**config.mk**
```make
export PLATFORM = sky130hd
export DESIGN_NAME = ibuf_flow_ctrl
export DESIGN_NICKNAME = d
export VERILOG_FILES = /design/src/rtl/ibuf_flow_ctrl_pkg.sv /design/src/rtl/ibuf_popcnt8.sv /design/src/rtl/ibuf_flow_ctrl.sv
export SDC_FILE = /design/constraint.sdc
export NUM_CORES = 1
export LEC_CHECK = 0
export CORE_MARGIN = 2
export CORE_UTILIZATION = 40
export CTS_CLUSTER_SIZE = 20
export DETAILED_ROUTE_END_ITERATION = 10
export DONT_BUFFER_PORTS = 1
export SYNTH_ARGS = -nofsm -noshare
export SYNTH_HDL_FRONTEND = slang
export SYNTH_SLANG_ARGS = --single-unit
```
**constraint.sdc**
```tcl
create_clock -name clock -period 8.1 [get_ports clock]
set_input_delay 1.215 -clock clock [delete_from_list [all_inputs] [get_ports clock]]
set_output_delay 1.215 -clock clock [all_outputs]
set_load 0.02 [all_outputs]
```
**src/rtl/ibuf_flow_ctrl_pkg.sv**
```systemverilog
// Shared constants for the instruction-buffer flow controller: geometry,
// field widths, FSM encodings and the occupancy-to-state mapping.
package ibuf_flow_ctrl_pkg;

  localparam int IBUF_DEPTH     = 32;
  localparam int IBUF_BUNDLE    = 8;
  localparam int IBUF_ISSUE_W   = 4;
  localparam int IBUF_FLUSH_CYC = 2;

  localparam int PTR_W  = 5;
  localparam int CNT_W  = 6;
  localparam int WCNT_W = 4;
  localparam int ICNT_W = 3;
  localparam int TMR_W  = 2;

  localparam logic [1:0] ST_EMPTY = 2'd0;
  localparam logic [1:0] ST_RUN   = 2'd1;
  localparam logic [1:0] ST_FULL  = 2'd2;
  localparam logic [1:0] ST_FLUSH = 2'd3;

  // FULL means a whole bundle no longer fits in the free space.
  function automatic logic [1:0] occ_state(input logic [CNT_W-1:0] cnt);
    logic [1:0] st;
    if (cnt == '0)
      st = ST_EMPTY;
    else if ((CNT_W'(IBUF_DEPTH) - cnt) < CNT_W'(IBUF_BUNDLE))
      st = ST_FULL;
    else
      st = ST_RUN;
    return st;
  endfunction

endpackage

```
**src/rtl/ibuf_popcnt8.sv**
```systemverilog
// Combinational population count of an 8-slot fetch valid mask.
module ibuf_popcnt8 (
  input  logic [7:0] mask_i,
  output logic [3:0] cnt_o
);

  always_comb begin
    cnt_o = '0;
    for (int i = 0; i < 8; i++)
      cnt_o = cnt_o + {3'b000, mask_i[i]};
  end

endmodule

```
**src/rtl/ibuf_flow_ctrl.sv**
```systemverilog
// Pointer/occupancy controller for the circular instruction buffer between
// fetch and decode; produces storage addresses, issue counts and fetch stall.
module ibuf_flow_ctrl
  import ibuf_flow_ctrl_pkg::*;
(
  input  logic              clock,
  input  logic              reset,
  input  logic              flush_i,
  input  logic              fetch_vld_i,
  input  logic [7:0]        fetch_mask_i,
  input  logic              decode_rdy_i,
  output logic              wr_en_o,
  output logic [PTR_W-1:0]  wr_ptr_o,
  output logic [WCNT_W-1:0] wr_cnt_o,
  output logic [PTR_W-1:0]  rd_ptr_o,
  output logic [ICNT_W-1:0] issue_cnt_o,
  output logic              issue_vld_o,
  output logic              fetch_stall_o,
  output logic [CNT_W-1:0]  buf_cnt_o,
  output logic              buf_empty_o,
  output logic              buf_full_o,
  output logic [1:0]        state_o
);

  logic [1:0]        state_q, state_d;
  logic [CNT_W-1:0]  cnt_q, cnt_d;
  logic [PTR_W-1:0]  wr_ptr_q, wr_ptr_d;
  logic [PTR_W-1:0]  rd_ptr_q, rd_ptr_d;
  logic [TMR_W-1:0]  tmr_q, tmr_d;
  logic [WCNT_W-1:0] pop_cnt;
  logic [ICNT_W-1:0] avail_cnt;
  logic              accept;
  logic              can_issue;

  ibuf_popcnt8 u_popcnt (
    .mask_i (fetch_mask_i),
    .cnt_o  (pop_cnt)
  );

  always_comb begin
    fetch_stall_o = (state_q == ST_FULL) | (state_q == ST_FLUSH);
    accept        = fetch_vld_i & ~fetch_stall_o & ~flush_i;
    wr_cnt_o      = accept ? pop_cnt : '0;
    wr_en_o       = accept & (fetch_mask_i != 8'h00);
    can_issue     = decode_rdy_i & ~flush_i &
                    ((state_q == ST_RUN) | (state_q == ST_FULL));
    avail_cnt     = (cnt_q >= CNT_W'(IBUF_ISSUE_W)) ? ICNT_W'(IBUF_ISSUE_W)
                                                    : cnt_q[ICNT_W-1:0];
    issue_cnt_o   = can_issue ? avail_cnt : '0;
    issue_vld_o   = issue_cnt_o != '0;
  end

  // Flush wins over everything; otherwise state follows next-cycle occupancy.
  always_comb begin
    cnt_d    = cnt_q + CNT_W'(wr_cnt_o) - CNT_W'(issue_cnt_o);
    wr_ptr_d = wr_ptr_q + PTR_W'(wr_cnt_o);
    rd_ptr_d = rd_ptr_q + PTR_W'(issue_cnt_o);
    tmr_d    = tmr_q;
    state_d  = state_q;
    if (flush_i) begin
      cnt_d    = '0;
      wr_ptr_d = '0;
      rd_ptr_d = '0;
      tmr_d    = TMR_W'(IBUF_FLUSH_CYC - 1);
      state_d  = ST_FLUSH;
    end else if (state_q == ST_FLUSH) begin
      if (tmr_q == '0)
        state_d = ST_EMPTY;
      else
        tmr_d = tmr_q - TMR_W'(1);
    end else begin
      state_d = occ_state(cnt_d);
    end
  end

  always_ff @(posedge clock or posedge reset) begin
    if (reset) begin
      state_q  <= ST_EMPTY;
      cnt_q    <= '0;
      wr_ptr_q <= '0;
      rd_ptr_q <= '0;
      tmr_q    <= '0;
    end else begin
      state_q  <= state_d;
      cnt_q    <= cnt_d;
      wr_ptr_q <= wr_ptr_d;
      rd_ptr_q <= rd_ptr_d;
      tmr_q    <= tmr_d;
    end
  end

  // Fetch masks must be contiguous from slot 0; anything else is a fetch bug.
  always_ff @(posedge clock) begin
    if (!reset && fetch_vld_i)
      assert ((fetch_mask_i & (fetch_mask_i + 8'd1)) == 8'h00);
  end

  assign wr_ptr_o    = wr_ptr_q;
  assign rd_ptr_o    = rd_ptr_q;
  assign buf_cnt_o   = cnt_q;
  assign buf_empty_o = cnt_q == '0;
  assign buf_full_o  = (CNT_W'(IBUF_DEPTH) - cnt_q) < CNT_W'(IBUF_BUNDLE);
  assign state_o     = state_q;

endmodule

```
==> results of run 1 <==
[final cells by class]
type,count,area (um^2)
clock buffers,3,41.3
well taps,50,62.6
inverters,35,131
flip-flops and latches,20,500
clock inverters,1,30.0
fillers,390,2200
multi-input cells,119,1030
[critical path: stages]
cell and delay (ps):
inv_1 20, ha_1 260, inv_1 50, fa_1 500, fa_1 430, fa_1 420
fa_1 430, or2_1 280, fa_1 540, inv_1 70, fa_1 450, a21o_1 200
a21oi_2 180, xnor2_1 110, or4_1 500, o311ai_1 90
[cells in the final DEF, fill, tap and decap left out, types with 2 or more instances in the layout]
cell	instances
a21o_1	4
a21oi_1	7
clkbuf_8	3
dfrtp_1	20
fa_1	9
ha_1	23
inv_1	34
nand2_1	5
nand2b_1	3
nor2_1	17
nor2b_1	9
nor3_1	3
o21ai_1	2
or2_1	2
xnor2_1	7
xor2_1	6
[synthesized netlist by cell type (2+ instances only)]
master    instances
a21o_1            4
a21oi_1           7
clkbuf_1          2
dfrtp_1          20
fa_1              9
ha_1             23
inv_1            34
nand2_1           5
nand2b_1          3
nor2_1           17
nor2b_1           9
nor3_1            3
o21ai_1           2
or2_1             2
xnor2_1           7
xor2_1            6
[cell families (layout without fill, tap and decap cells)]
kind of cell,count (synthesis),after routing,share of synthesized area
adder cells (fa/ha/maj),32,32,0.280
XOR/XNOR,13,13,0.0682
buffers and inverters,37,39,0.0831
AND/OR/NAND/NOR,48,48,0.152
AO/OA/AOI/OAI,26,26,0.117
flip-flops,20,20,0.300
[flip-flops by register name, indices dropped and copies added (netlist names)]
| register | flops |
|---|---|
| wr_ptr_o | 5 |
| buf_cnt_o | 6 |
| state_o | 2 |
| tmr_q | 2 |
| rd_ptr_o | 5 |
[power by group through the flow]
stage,clock network [mW],registers [mW],logic (mW)
CTS,0.104,0.167,0.358
global placement,0,0.168,0.345
global route,0.107,0.170,0.406
finish,0.101,0.167,0.355
floorplan,0,0.161,0.300
detailed placement,0,0.169,0.356
[worst paths after layout]
path / from / endpoint / slack [ps]
max: fetch_mask_i[0] / state_o[1]$_DFFE_PP0P_ / 2520
min: tmr_q[0]$_DFFE_PP0P_ / tmr_q[0]$_DFFE_PP0P_ / 540
max reg2reg: state_o[0]$_DFFE_PP0P_ / state_o[1]$_DFFE_PP0P_ / 3800
min reg2reg: tmr_q[0]$_DFFE_PP0P_ / tmr_q[0]$_DFFE_PP0P_ / 540
max in group asynchronous: reset / buf_cnt_o[0]$_DFF_PP0_ / 6640
min in group asynchronous: reset / rd_ptr_o[0]$_DFF_PP0_ / 980
[metrics by stage]
| step | instances | setup slack [ps] |
|---|---|---|
| after floorplan | 176 | 2390 |
| after global placement | 224 | 2310 |
| after detailed placement | 224 | 2210 |
| after CTS | 228 | 2490 |
| after global routing | 228 | 2260 |
| final | 228 | 2520 |
[routing by layer]
| metal | vias up | global-route usage |
|---|---|---|
| li1 | 578 | - |
| met1 | 570 | 0.174 |
| met2 | 19 | 0.274 |
| met3 | 5 | 0.0195 |
| met4 | 0 | 0.0700 |
| met5 | - | 0 |
==> impl_metrics.yaml, run 1 <==
global_routing:
  grt_start_max_net_pins: 23
  grt_pass1_vias: 1201
  grt-ovfl-total: 0
  grtUsageTotal: 0.151
  antenna_found_initial: 0
  grt_pass1_wl_um: 5340
critical_path:
  arrival_ps: 5750
  cp_data_required_time_ps: 8260
  critPathKind: "input port to flop"
  cp_max_fo: 3
  crit_path_start_kind: "input port"
  r2r_cells: 13
  endpoint_kind: "flop"
flow_run:
  drv_cap: 0
final_layout:
  final_area_um2: 1800
  nets: 224
  drive_gt1_frac: 0.0506
  areaGrowthSynthToFinish_pct: 7.57
  final_core_util: 0.449
  num_antenna_cells: 0
power:
  swShare: 0.461
  seq_power_share: 0.268
  comb_power_share: 0.570
  power_density_nw_per_um2: 346
  clkPwrFrac: 0.162
  leakage_nw: 0.961
  switchingPower_uw: 287
  p_int_uw: 335
  p_total_uw: 622
  irDropWorstVdd_mv: 0.132
sta:
  finClkSkew_ps: 1.91
  relSlewSlack: 0.456
  rsz0062_at_grt: "false"
  maxSlewViolCount: 0
  finalSetupViolations: 0
  hold-worst-slack_ps: 537
  timing.setup.tns_ps: 0
  period_share: 0.689
  fmax_ghz: 0.179
  hold_viol_final: 0
  final.min_clock_period_ps: 5580
  worst_pin_slew_ps: 814
placement:
  gp_congestion: 0.857
  placed_area_um2: 1730
  dp_hpwl_um: 2690
  io_buffers: 0
cts:
  cts_tree: "done"
  cts_buffer_depth: 2
  cts.sinks: 20
  htreeDepth: 1
  clkTransAtPathRegs_ps: 80
  cts_resized: 0
  post_cts_buffers: 0
  cts_inserted_buffers: 3
  postCtsHoldBufs: 0
  insertion_delay_ps: 260
  root_buffer: "clkbuf_8"
outcome:
  status: "finished, final reports clean"
routing:
  vias: 1172
  drc: 0
  routed_via_density: 5.14
  wl_per_cell_um: 14.4
  wl_met2_um: 1740
  ant_nets: 0
  met3_length_um: 116
  wl_um: 3280
  top_layer: "met4"
  wl_met1_um: 1360
  drtIter0Drc: 13
  first_pass_iters: 4
yosys:
  synth.top_cell.area_share: 0.300
  synthCells: 176
  synth_area_leaders: "dfrtp_1 (30%), ha_1 (17%), fa_1 (11%)"
  seq_area_frac_synth: 0.300
  synth_nets: 221
  synth_top_area_cell: "dfrtp_1"
  synth_edf_count: 0
  synthesis.area_um2: 1670
  synth-async-reset-ratio: 1.00
  syn_avg_cell_area_um2: 9.49
  ys_types: 39
  synth_warnings: 0
  ys.flop_type: "dfrtp_1"
  ys_ff_latch: 20
min_path:
  worstHoldPathCells: 2
  hold_path_class: "flop to flop"
floorplanning:
  num_rows: 23
  initial_utilization: 0.418
  core_area_um2: 4000
  die_w_um: 68.6
  die_area_um2: 4710
  die_h_um: 68.6
  top_level_ports: 43
(Power assumes the default switching activity.)
==> inputs of run 2 (changes only) <==
clock period = 4.55 ns   (was 8.1 ns; I/O delays follow)
==> run 2 against run 1 <==
The run now ends with setup timing left. Sequential power is 78% higher. Combinational power grew 150%. Clock-buffer cell count did not move. Via count is 4.2% higher. Sequential cell count stayed put. Critical path depth is the same. Clock skew grew 0.64 ps. Routed wire length up 6.1%.
==> impl_metrics.yaml, run 2 (same netlist as run 1, synthesis figures left out) <==
routing:
  first_pass_iters: 4
  ant_nets: 0
  vias: 1221
  wl_um: 3470
  routed_via_density: 5.07
  drtIter0Drc: 67
  wl_per_cell_um: 14.4
  drc: 0
power:
  power_density_nw_per_um2: 656
  p_int_uw: 704
  comb_power_share: 0.680
  switchingPower_uw: 577
  swShare: 0.450
  clkPwrFrac: 0.088
  leakage_nw: 1.03
  irDropWorstVdd_mv: 0.233
  seq_power_share: 0.232
floorplanning:
  initial_utilization: 0.418
  die_h_um: 68.6
  core_area_um2: 4000
  die_area_um2: 4710
  die_w_um: 68.6
  num_rows: 23
  top_level_ports: 43
critical_path:
  crit_buf_inv: 3
  crit_chain: "inv_8 > ha_4 > inv_2 > fa_1 > fa_1 > fa_2 > fa_2 > or2_1 > fa_1 > inv_2 > fa_2 > a21o_1 > a21oi_2 > xnor2_2 > or4_1 > o311ai_1"
  cp_max_fo: 2
  crit_family: "adder cells"
  cpPeakStageDelay_ps: 510
  arrival_ps: 5000
  cp_data_required_time_ps: 4700
  crit_path_start_kind: "input port"
  critPathKind: "input port to flop"
  critPathSlowestCell: "fa_1"
  endpoint_kind: "flop"
sta:
  worst_pin_slew_ps: 761
  relSlewSlack: 0.492
  fmax_ghz: 0.206
  final.min_clock_period_ps: 4850
  rsz0062_at_grt: "true"
  finalSetupViolations: 4
  period_share: 1.07
  finClkSkew_ps: 2.55
  hold_viol_final: 0
  maxSlewViolCount: 0
  setup_ws_ps: -305
  hold-worst-slack_ps: 449
final_layout:
  num_antenna_cells: 0
  nets: 238
  final_core_util: 0.489
  areaGrowthSynthToFinish_pct: 17.0
  final_cell_mix: "inv_1 (30), ha_1 (21), dfrtp_1 (20)"
  drive_gt1_frac: 0.188
  final_common_cell: "inv_1"
  largest_reg_flops: 6
  finalNonFillerCells: 241
global_routing:
  grt-ovfl-total: 0
  grt_pass1_wl_um: 5440
  grt_start_max_net_pins: 23
  antenna_found_initial: 0
  grt_pass1_vias: 1262
  grtUsageTotal: 0.156
cts:
  cts_buffer_depth: 2
  cts_inserted_buffers: 3
  cts.sinks: 20
  cts_tree: "done"
  htreeDepth: 1
  clkTransAtPathRegs_ps: 70
  postCtsHoldBufs: 0
  root_buffer: "clkbuf_8"
  insertion_delay_ps: 250
placement:
  gp_congestion: 0.894
  io_buffers: 0
  dp_hpwl_um: 2910
  dp.cells: 236
  dp_slack_ps: -669
outcome:
  status: "finished, violations left"
  violations: "setup timing"
flow_run:
  drv_cap: 0
min_path:
  hold_path_class: "input port to async pin"
==> run 2: cell count changes in the layout (fill, tap and decap cells not counted), moves of 2 or more <==
cell,before,now
buf_4,0,14
xnor2_1,7,5
inv_1,34,30
ha_1,23,21
fa_1,9,6
xnor2_2,0,2
ha_4,0,2
inv_2,1,3
fa_2,0,3
==> run 2: worst reg2reg max path: cells and delay by family, from the launching register on <==
kind / cells / cell delay, ps
fa+ha+maj: 3 / 1160
simple gates: 4 / 1630
flops: 1 / 490
buf+inv: 1 / 50
compound gates: 3 / 480
xor+xnor: 1 / 100
==> run 2: path summary, 6_finish.rpt <==
check	startpoint	to	slack, ps	cells after the start
worst max register to register	state_o[0]$_DFFE_PP0P_	state_o[1]$_DFFE_PP0P_	530	12
worst max-delay path	fetch_mask_i[0]	state_o[1]$_DFFE_PP0P_	-300	16
worst min register to register	tmr_q[0]$_DFFE_PP0P_	tmr_q[0]$_DFFE_PP0P_	560	2
max in group asynchronous	reset	wr_ptr_o[3]$_DFF_PP0_	3620	1
worst min-delay path	reset	tmr_q[0]$_DFFE_PP0P_	450	1
min in group clock	flush_i	buf_cnt_o[4]$_DFF_PP0_	480	1
==> run 2: power by group through the flow <==
| stage | clock, mW | sequential, mW | combinational, mW |
|---|---|---|---|
| 4_1_cts | 0.117 | 0.297 | 0.843 |
| 3_5_place_dp | 0 | 0.300 | 0.797 |
| 5_1_grt | 0.126 | 0.302 | 0.968 |
| 3_3_place_gp | 0 | 0.299 | 0.770 |
| 2_1_floorplan | 0 | 0.287 | 0.562 |
| 6_report | 0.113 | 0.297 | 0.871 |
==> run 2: cell type report <==
| class | instances | area, um^2 |
|---|---|---|
| repair buffers | 14 | 105 |
| inverters | 35 | 144 |
| fillers | 374 | 2050 |
| well taps | 50 | 62.6 |
| flip-flops and latches | 20 | 500 |
| multi-input cells | 119 | 1100 |
| clock buffers | 3 | 41.3 |
==> run 2: stage by stage <==
step	total power [mW]	cell area (um^2)	TNS, ps
after floorplan	0.849	1720	-1130
after global placement	1.07	1870	-1980
after detailed placement	1.10	1870	-2310
after CTS	1.26	1920	-776
after global routing	1.40	1950	-1180
final	1.28	1950	-655
==> run 2: routing by layer <==
| layer | wire [um] | global-route usage | up-vias |
|---|---|---|---|
| met4 | 42 | 0.0600 | 0 |
| met1 | 1480 | 0.172 | 582 |
| met3 | 192 | 0.0276 | 4 |
| met5 | 0 | 0 | - |
| li1 | - | - | 601 |
| met2 | 1760 | 0.294 | 34 |
==> run 2: timing repair <==
action	4_1_cts	5_1_grt
endpoints found under the setup margin	5	5
resized for setup	1	4
setup buffers	1	1
pin swaps	5	3
hold endpoints to repair	0	0
gates cloned	0	0
